==> src/rtl/cpu_pkg.sv <==
// Shared RV32I decode constants for the issue path.
package cpu_pkg;

    localparam int REG_ADDR_WIDTH = 5;

    typedef enum logic [6:0] {
        OPCODE_OP     = 7'b0110011,
        OPCODE_OP_IMM = 7'b0010011
    } opcode_e;

    localparam logic [2:0] FUNCT3_SLL = 3'd1;
    localparam logic [2:0] FUNCT3_SR  = 3'd5;

    typedef struct packed {
        logic                      legal;
        logic                      use_rs2;
        logic                      shift_imm;
        logic [REG_ADDR_WIDTH-1:0] rd;
        logic [REG_ADDR_WIDTH-1:0] rs1;
        logic [REG_ADDR_WIDTH-1:0] rs2;
        logic [2:0]                funct3;
        logic [6:0]                funct7;
    } decode_t;

    function automatic decode_t decode(input logic [31:0] instr);
        decode_t d;
        d.legal     = (instr[6:0] == OPCODE_OP) || (instr[6:0] == OPCODE_OP_IMM);
        d.use_rs2   = (instr[6:0] == OPCODE_OP);
        d.shift_imm = (instr[6:0] == OPCODE_OP_IMM) &&
                      ((instr[14:12] == FUNCT3_SLL) || (instr[14:12] == FUNCT3_SR));
        d.rd        = instr[11:7];
        d.rs1       = instr[19:15];
        d.rs2       = instr[24:20];
        d.funct3    = instr[14:12];
        d.funct7    = instr[31:25];
        return d;
    endfunction

endpackage

==> src/rtl/operand_fetch_register_file.sv <==
// Architectural register file: two combinational reads, one write, x0 fixed at zero,
// and same-cycle write data forwarded to the read ports.
module register_file
    import cpu_pkg::*;
#(
    parameter int DATA_WIDTH = 32,
    parameter int REG_COUNT  = 32
) (
    input  logic                      clk,
    input  logic                      rst,
    input  logic [REG_ADDR_WIDTH-1:0] rs1_addr,
    input  logic [REG_ADDR_WIDTH-1:0] rs2_addr,
    output logic [DATA_WIDTH-1:0]     rs1_data,
    output logic [DATA_WIDTH-1:0]     rs2_data,
    input  logic                      wr_en,
    input  logic [REG_ADDR_WIDTH-1:0] wr_addr,
    input  logic [DATA_WIDTH-1:0]     wr_data
);

    logic [DATA_WIDTH-1:0] regs_q [REG_COUNT];
    logic [DATA_WIDTH-1:0] regs_d [REG_COUNT];

    always_comb begin
        regs_d = regs_q;
        if (wr_en && wr_addr != '0) begin
            regs_d[wr_addr] = wr_data;
        end
    end

    always_ff @(posedge clk or posedge rst) begin
        if (rst) begin
            for (int unsigned i = 0; i < REG_COUNT; i++) begin
                regs_q[i] <= '0;
            end
        end else begin
            regs_q <= regs_d;
        end
    end

    always_comb begin
        rs1_data = regs_q[rs1_addr];
        if (rs1_addr == '0) begin
            rs1_data = '0;
        end else if (wr_en && wr_addr == rs1_addr) begin
            rs1_data = wr_data;
        end
    end

    always_comb begin
        rs2_data = regs_q[rs2_addr];
        if (rs2_addr == '0) begin
            rs2_data = '0;
        end else if (wr_en && wr_addr == rs2_addr) begin
            rs2_data = wr_data;
        end
    end

endmodule

==> src/rtl/operand_fetch.sv <==
// Issue stage: decodes OP/OP-IMM, reads operands, tracks pending writes and holds
// a single registered issue slot for the arithmetic unit.
module operand_fetch
    import cpu_pkg::*;
#(
    parameter int DATA_WIDTH = 32,
    parameter int REG_COUNT  = 32
) (
    input  logic                      clk,
    input  logic                      rst,
    input  logic [31:0]               instr,
    input  logic                      instr_valid,
    output logic                      instr_ready,
    output logic [DATA_WIDTH-1:0]     lhs,
    output logic                      lhs_valid,
    output logic [DATA_WIDTH-1:0]     rhs,
    output logic                      rhs_valid,
    output logic [2:0]                operation,
    output logic                      operation_valid,
    output logic [6:0]                metadata,
    output logic                      metadata_valid,
    output logic [4:0]                dest,
    output logic                      issue_valid,
    input  logic                      issue_ready,
    output logic                      illegal_instr,
    input  logic                      wb_valid,
    input  logic [4:0]                wb_addr,
    input  logic [DATA_WIDTH-1:0]     wb_data
);

    decode_t               dec;
    logic [DATA_WIDTH-1:0] rs1_val;
    logic [DATA_WIDTH-1:0] rs2_val;
    logic [DATA_WIDTH-1:0] rhs_sel;
    logic [6:0]            meta_sel;
    logic                  rs1_hz;
    logic                  rs2_hz;
    logic                  hazard;
    logic                  accept;

    logic                  issue_valid_q, issue_valid_d;
    logic [DATA_WIDTH-1:0] lhs_q, lhs_d;
    logic [DATA_WIDTH-1:0] rhs_q, rhs_d;
    logic [2:0]            operation_q, operation_d;
    logic [6:0]            metadata_q, metadata_d;
    logic [4:0]            dest_q, dest_d;
    logic                  illegal_q, illegal_d;
    logic [REG_COUNT-1:0]  pending_q, pending_d;

    register_file #(
        .DATA_WIDTH (DATA_WIDTH),
        .REG_COUNT  (REG_COUNT)
    ) u_regfile (
        .clk      (clk),
        .rst      (rst),
        .rs1_addr (dec.rs1),
        .rs2_addr (dec.rs2),
        .rs1_data (rs1_val),
        .rs2_data (rs2_val),
        .wr_en    (wb_valid),
        .wr_addr  (wb_addr),
        .wr_data  (wb_data)
    );

    always_comb begin
        dec = decode(instr);

        // A writeback landing this cycle resolves the hazard because its data is bypassed.
        rs1_hz = (dec.rs1 != '0) && pending_q[dec.rs1] && !(wb_valid && wb_addr == dec.rs1);
        rs2_hz = (dec.rs2 != '0) && pending_q[dec.rs2] && !(wb_valid && wb_addr == dec.rs2);
        hazard = (dec.legal && rs1_hz) || (dec.use_rs2 && rs2_hz);

        instr_ready = (!issue_valid_q || issue_ready) && !hazard;
        accept      = instr_valid && instr_ready;

        if (dec.use_rs2) begin
            rhs_sel  = rs2_val;
            meta_sel = dec.funct7;
        end else if (dec.shift_imm) begin
            rhs_sel  = DATA_WIDTH'(instr[24:20]);
            meta_sel = dec.funct7;
        end else begin
            rhs_sel  = {{(DATA_WIDTH-12){instr[31]}}, instr[31:20]};
            meta_sel = '0;
        end
    end

    always_comb begin
        issue_valid_d = issue_valid_q;
        lhs_d         = lhs_q;
        rhs_d         = rhs_q;
        operation_d   = operation_q;
        metadata_d    = metadata_q;
        dest_d        = dest_q;
        illegal_d     = accept && !dec.legal;
        pending_d     = pending_q;

        if (accept && dec.legal) begin
            issue_valid_d = 1'b1;
            lhs_d         = rs1_val;
            rhs_d         = rhs_sel;
            operation_d   = dec.funct3;
            metadata_d    = meta_sel;
            dest_d        = dec.rd;
        end else if (issue_ready) begin
            issue_valid_d = 1'b0;
        end

        // Clear first so a same-cycle set of the same register takes precedence.
        if (wb_valid && wb_addr != '0) begin
            pending_d[wb_addr] = 1'b0;
        end
        if (accept && dec.legal && dec.rd != '0) begin
            pending_d[dec.rd] = 1'b1;
        end
    end

    always_ff @(posedge clk or posedge rst) begin
        if (rst) begin
            issue_valid_q <= 1'b0;
            lhs_q         <= '0;
            rhs_q         <= '0;
            operation_q   <= '0;
            metadata_q    <= '0;
            dest_q        <= '0;
            illegal_q     <= 1'b0;
            pending_q     <= '0;
        end else begin
            issue_valid_q <= issue_valid_d;
            lhs_q         <= lhs_d;
            rhs_q         <= rhs_d;
            operation_q   <= operation_d;
            metadata_q    <= metadata_d;
            dest_q        <= dest_d;
            illegal_q     <= illegal_d;
            pending_q     <= pending_d;
        end
    end

    assign issue_valid     = issue_valid_q;
    assign lhs             = lhs_q;
    assign rhs             = rhs_q;
    assign operation       = operation_q;
    assign metadata        = metadata_q;
    assign dest            = dest_q;
    assign illegal_instr   = illegal_q;
    assign lhs_valid       = issue_valid_q;
    assign rhs_valid       = issue_valid_q;
    assign operation_valid = issue_valid_q;
    assign metadata_valid  = issue_valid_q;

endmodule
==> config.mk <==
export PLATFORM = sky130hd
export DESIGN_NAME = operand_fetch
export DESIGN_NICKNAME = d
export VERILOG_FILES = /design/src/rtl/cpu_pkg.sv /design/src/rtl/operand_fetch_register_file.sv /design/src/rtl/operand_fetch.sv
export SDC_FILE = /design/constraint.sdc
export NUM_CORES = 2
export LEC_CHECK = 0
export BUFFER_PORTS_ARGS = -buffer_cell sky130_fd_sc_hd__buf_2
export CAP_MARGIN = 0
export CORE_MARGIN = 2
export CORE_UTILIZATION = 40
export CTS_BUF_LIST = sky130_fd_sc_hd__clkbuf_16
export CTS_CLUSTER_DIAMETER = 100
export DETAILED_ROUTE_END_ITERATION = 16
export SKIP_LAST_GASP = 1
export SYNTH_ARGS = -nofsm -noshare
export SYNTH_HDL_FRONTEND = slang
export SYNTH_HIERARCHICAL = 1
export SYNTH_SLANG_ARGS = --single-unit
==> constraint.sdc <==
create_clock -name clk -period 71.4 [get_ports clk]
set_input_delay 0 -clock clk [delete_from_list [all_inputs] [get_ports clk]]
set_output_delay 0 -clock clk [all_outputs]
set_load 0.01 [all_outputs]
* After elaboration in Yosys (flattened, before gate mapping) *
Cells that the tools add are included.

storage, ports and cells
  register bits after elaboration = 1137
  bits of input ports = 74
  output and inout port bits = 86
  logic and storage cells = 125

cells by class
  $lt $le $gt $ge = 10
  equal/unequal tests = 6
  multiplexer cells = 29
  bitwise operators = 6
  reductions and logical operators = 34

operator list
  operator                                                    count
  bitwise mux 1024 bit                                        1
  two-way mux 32 bit                                          13
  binary-select mux 32 bit (select 5 bit)                     2
  demux 32 bit (select 5 bit)                                 1
  bitwise AND 32 bit                                          1
  inverter 32 bit                                             1
  OR 32 bit                                                   1
  less-than comparator 5 x 6 -> 1 bit, second input constant  4
  nonzero test 5 bit                                          4
  >= comparator 6 bit, second input constant                  3
  logical AND 1 bit                                           18
  inverter 5 -> 6 bit                                         3
  two-way mux 7 bit                                           2
  binary-select mux 1 bit (select 5 bit)                      2
  demux 1 bit (select 5 bit)                                  2
  equality test 5 bit                                         2
  >= comparator 5 x 1 -> 1 bit, second input constant         2
  zero test 5 bit                                             2
  equality test 7 x 5 -> 1 bit, second input constant         1
  equality test 7 x 6 -> 1 bit, second input constant         1
  less-than comparator 6 x 1 -> 1 bit, second input constant  1
  two-way mux 1 bit                                           6
  zero test 1 bit                                             5
  logical OR 1 bit                                            4
  3 further kinds                                             3

* Depth between registers and ports, before layout *
  depth after elaboration = 12
  gate-level depth with buffers = 12
  depth with buffers taken out = 8

* By module *
Netlist, hierarchy kept.

modules (own cells, without submodules)
  module         times used  cells each  area an instance (sq um)  sequential area each (sq um)
  register_file  1           3859        55253.0                   25624.6
  operand_fetch  1           466         5800.6                    2802.7

* Worst setup path after synthesis *
No wires, ideal clock.

  path kind = register to register
  from = register pending_q[31]
  to = register dest_q[0], in the netlist dest[0]
  library setup time = 0.125 ns
  arrival = 2.110 ns
  setup slack = 69.165 ns
  stages on the path, launching flop included = 9
  buffers on the path = 2
  path through = dfrtp_1 -> mux4_2 -> mux2_2 -> a211oi_2 -> a211o_1 -> nand4_1 -> buf_4 -> buf_6 -> mux2_4

between the ends
  longest elaborated chain between the ends = 10

RTL lines
  what                                                              RTL line                                  source
  start, declared                                                   operand_fetch.sv:48                       logic [REG_COUNT-1:0] pending_q, pending_d;
  start signal, assigned                                            operand_fetch.sv:136                      pending_q <= pending_d;
  binary-select mux 1 bit (select 5 bit), on equally long branches  operand_fetch.sv:69, operand_fetch.sv:70
  two-way mux 1 bit, on equally long branches                       operand_fetch.sv:69, operand_fetch.sv:70
  logical AND 1 bit, on equally long branches (2 in a row)          operand_fetch.sv:69, operand_fetch.sv:70
  logical AND 1 bit                                                 operand_fetch.sv:71                       hazard = (dec.legal && rs1_hz) || (dec.use_rs2 && rs2_hz);
  logical OR 1 bit *                                                operand_fetch.sv:71
  zero test 1 bit *                                                 operand_fetch.sv:73                       instr_ready = (!issue_valid_q || issue_ready) && !hazard;
  logical AND 1 bit *                                               operand_fetch.sv:73
  logical AND 1 bit *                                               operand_fetch.sv:74                       accept = instr_valid && instr_ready;
  logical AND 1 bit *                                               operand_fetch.sv:98                       if (accept && dec.legal) begin
  end signal, assigned                                              operand_fetch.sv:134                      dest_q <= dest_d;
  end, declared                                                     operand_fetch.sv:46                       logic [4:0] dest_q, dest_d;

Every way passes the cells marked *; elsewhere a longest branch is shown, timed or not. The select of a mux whose other input is x is not followed.
A chain may end at the register's enable or synchronous reset.

* Worst setup path after layout *
  from = input instr[15]
  to = register pending_q[17]

between the ends
  longest elaborated chain between the ends = 12

RTL lines
  what                                                                                  RTL line              source
  start, declared                                                                       operand_fetch.sv:11   input logic [31:0] instr,
  binary-select mux 1 bit (select 5 bit) / equality test 5 bit (equally long branches)  operand_fetch.sv:69   rs1_hz = (dec.rs1 != '0) && pending_q[dec.rs1] && !(wb_valid && wb_addr == dec.rs1);
  two-way mux 1 bit (implied by the code) / logical AND 1 bit (equally long branches)   operand_fetch.sv:69
  logical AND 1 bit / zero test 1 bit (equally long branches)                           operand_fetch.sv:69
  logical AND 1 bit *                                                                   operand_fetch.sv:69
  logical AND 1 bit *                                                                   operand_fetch.sv:71
  logical OR 1 bit *                                                                    operand_fetch.sv:71
  zero test 1 bit *                                                                     operand_fetch.sv:73
  logical AND 1 bit *                                                                   operand_fetch.sv:73
  logical AND 1 bit *                                                                   operand_fetch.sv:74
  logical AND 1 bit * (2 in a row)                                                      operand_fetch.sv:113  if (accept && dec.legal && dec.rd != '0) begin
  two-way mux 32 bit *                                                                  operand_fetch.sv:113
  net pending_d[17]                                                                     operand_fetch.sv:48

The timed path passes the listed nets; every way through them passes the cells marked *. The select of a mux whose other input is x is not followed.

==> flow_metrics.py <==
metrics = {
    "clock_tree": {
        "cts_sinks": 1136,
        "cts_buffers": 117,
        "cts_tree": "yes",
        "cts_resized": 0,
        "htree_levels": 3,
        "clk_transition_reported_paths_ps": 60,
        "clk_latency_ps": 760,
        "root_buffer": "clkbuf_16",
        "ctsLongestPathBuffers": 3,
    },
    "floorplanning": {
        "fp.coreArea_um2": 152000,
        "die-width_um": 395,
        "pin_count": 160,
        "initial_core_util_pct": 40.2,
        "dieArea_um2": 156000,
        "rows": 143,
        "die_h_um": 395,
    },
    "logic_synthesis": {
        "syn-num-nets": 4399,
        "synth_xor_area_share_pct": 0.287,
        "synth.mux.area_fraction_pct": 40.2,
        "synth_compound_area_share_pct": 5.87,
        "synth_edf_count": 0,
        "ys_warn_count": 6,
        "synth_top_family_by_area": "multiplexers",
        "avgSynthCellArea_um2": 14.1,
        "syn_inst": 4325,
        "synth.distinct_cells": 63,
        "synth_flop_cell": "dfrtp_1",
        "synth_fa_ha_area_share_pct": 0,
        "synth_area_um2": 61100,
        "ys_ff_latch": 1136,
        "synthArstFlopShare_pct": 100,
        "synth_seq_area_share_pct": 46.6,
        "synthSimpleGateAreaFrac_pct": 2.98,
    },
    "timing": {
        "drv_slew": 0,
        "final_hold_viol_count": 0,
        "finClkSkew_ps": 29.3,
        "hold_ws_ps": 7.68,
        "rsz0062_at_grt": "no",
        "tightest_slew_ps": 1410,
        "tns_ps": 0,
        "layout_min_cycle_time_ps": 4610,
        "fmax_mhz": 217,
        "fin_ws_ps": 66790,
        "fin_crit_sh_pct": 6.45,
        "setup_viol": 0,
        "relSlewSlack_pct": 6.11,
    },
    "routing": {
        "drt_iter0_markers": 4409,
        "finalWirelength_um": 209000,
        "drt-vias-per-instance": 6.43,
        "first_pass_iters": 6,
        "drc": 0,
        "vias": 41400,
        "avgRoutedWirePerCell_um": 32.4,
        "detail-route-antenna-nets": 0,
    },
    "power": {
        "internal_power_w": 0.00131,
        "switchingPower_w": 0.000516,
        "vdd_ir_drop_max_mv": 0.0198,
        "power.share.sequential_pct": 46.5,
        "p_per_area_nw_per_um2": 27.0,
        "p_comb_share_pct": 20.1,
        "clkPwrFrac_pct": 33.4,
        "power_leakage_nw": 29.7,
        "power_switching_share_pct": 28.3,
    },
    "outcome": {
        "outcome": "finished, final reports clean",
    },
    "setup_path": {
        "worstPathCellList": "buf_8 -> buf_4 -> buf_12 -> mux4_2 -> mux2_2 -> a211oi_2 -> a211o_1 -> nand2_1 -> o41ai_1 -> dlygate4sd3_1",
        "crit_arrival_ps": 5280,
        "crit_required_ps": 72070,
        "worst_setup_path_end_kind": "flip-flop",
        "slowest_stage": "buf_4",
        "critPathTopFamily": "buffers and inverters",
        "max_stage_delay_ps": 710,
        "cp_num_buf_inv": 4,
        "critPathKind": "input pin to flip-flop",
        "cp_max_fo": 98,
        "crit_path_start_kind": "input pin",
    },
    "layout": {
        "fin_area_um2": 67600,
        "syn_to_final_growth_pct": 10.7,
        "fill_cells": 13800,
        "finalNetCount": 4383,
        "drive_above_1_share_pct": 45.3,
    },
    "global_routing": {
        "track_usage_pct": 26.5,
        "grt_max_degree": 163,
        "grt_pass1_wl_um": 304000,
        "grt-ovfl-total": 0,
        "grt_pass1_vias": 41200,
        "grt_antenna_before_repair": 16,
    },
    "placement": {
        "postPlaceCellArea_um2": 63200,
        "place_ws_ps": 66390,
        "gp_congestion": 0.836,
        "post-dp-hpwl_um": 117000,
        "port_buffers": 159,
    },
    "run": {
        "drv_cap": 0,
    },
    "hold_path": {
        "hold_class": "input pin to async pin",
    },
}
## layer usage
metal	wire [um]	global-route usage, %	vias up	part of all wire, %
li1	-	-	16500	-
met1	87600	37.3	22300	42
met2	94700	40.7	2073	45
met3	18700	5.37	438	8.9
met4	7980	9.66	4	3.8
met5	30	0	-	0.014
## state kept, by name (all words and copies together) (netlist names)
signal,flops
pending_q,31
illegal_instr,1
metadata,7
lhs,32
issue_valid,1
u_regfile/regs_q,1024
rhs,32
operation,3
dest,5
## stage by stage
step,total power (W),util [%],cells
after floorplan,0.00111,-,4325
after global placement,0.00121,41.6,6151
after detailed placement,0.00122,41.6,6151
after CTS,0.00183,44.5,6436
after global routing,0.00190,44.5,6437
final,0.00183,44.5,6438
## final cells by class
type                            instances  area, um2  area share, %
Clock inverter                         97        749           1.11
Timing Repair Buffer                  332       2380           3.52
Inverter                               38        156          0.231
Antenna cell                            2       5.00        0.00741
Sequential cell                      1136      28400           42.1
Tap cell                             2030       2540           3.76
Multi-Input combinational cell       2684      30300           44.9
Clock buffer                          119       2980           4.41
## layout by cell type (no fill, tap or decap), drive strengths merged, types with 11 or more instances in the layout
cell,count
nand3b,16
clkinv,58
buf,263
inv,60
a21oi,92
nor2,76
clkbuf,119
nand2,130
bufinv,11
mux2i,284
a221o,37
a221oi,28
dfrtp,1136
nor3,56
o22ai,40
o21ai,85
nor3b,13
a22oi,100
nand3,29
dlygate4sd3,69
o211ai,27
mux4,412
xor2,11
a31oi,14
a211oi,14
o41ai,31
mux2,1084
## Yosys cell counts (all sizes together) (10+ instances only)
cell / number / area, um2
a22oi: 100 / 751
xor2: 11 / 96.3
o21ai: 85 / 429
a211oi: 14 / 110
clkbuf: 213 / 800
dfrtp: 1136 / 28400
nor3: 56 / 295
o22ai: 40 / 250
o211ai: 27 / 203
nand2: 130 / 488
a22o: 10 / 87.6
a221oi: 28 / 264
nor3b: 13 / 103
nand3b: 16 / 120
nand3: 29 / 145
a21oi: 92 / 460
mux2i: 284 / 2840
o41ai: 31 / 272
a31oi: 14 / 87.6
inv: 37 / 139
mux2: 1084 / 12400
nor2b: 10 / 62.6
nor2: 76 / 290
a221o: 37 / 370
buf: 254 / 1590
mux4: 412 / 9280
o221ai: 10 / 87.6
## power by group through the flow
stage	clock, W	sequential (W)	combinational [W]
after floorplan	0	0.000830	0.000283
after global placement	0	0.000851	0.000355
after detailed placement	0	0.000856	0.000362
after CTS	0.000620	0.000845	0.000366
after global routing	0.000646	0.000862	0.000392
final	0.000611	0.000849	0.000367
## what timing repair did
item                                     CTS  global route
endpoints found under the setup margin     0             0
hold buffers                              69             0
setup buffers                              0             0
hold endpoints to repair                1237             0
## logic make-up after synthesis
group,count (synthesis)
AO/OA/AOI/OAI,512
flip-flops,1136
AND/OR/NAND/NOR,372
buffers and inverters,505
multiplexers,1780
XOR/XNOR,20
## path summary, 6_finish.rpt
| check | slack [ps] | end | start | depth (start not counted) |
|---|---|---|---|---|
| min in group clk | 60 | operation[1] | instr[13] | 3 |
| setup / recovery | 66790 | pending_q[17] | instr[15] | 10 |
| hold / removal | 8 | operation[2] | rst | 3 |
| hold reg to reg | 400 | u_regfile/regs_q[1015] | u_regfile/regs_q[1015] | 0 |
| setup reg to reg | 67830 | pending_q[17] | pending_q[29] | 7 |
| max in group asynchronous | 68230 | u_regfile/regs_q[352] | rst | 6 |
## worst register-to-register path: stages (launching register included)
cell	delay [ps]
dfrtp_1	390
mux4_2	470
mux2_2	290
a211oi_2	260
a211o_1	150
nand2_1	700
o41ai_1	640
dlygate4sd3_1	600
(Power assumes the default switching activity.)
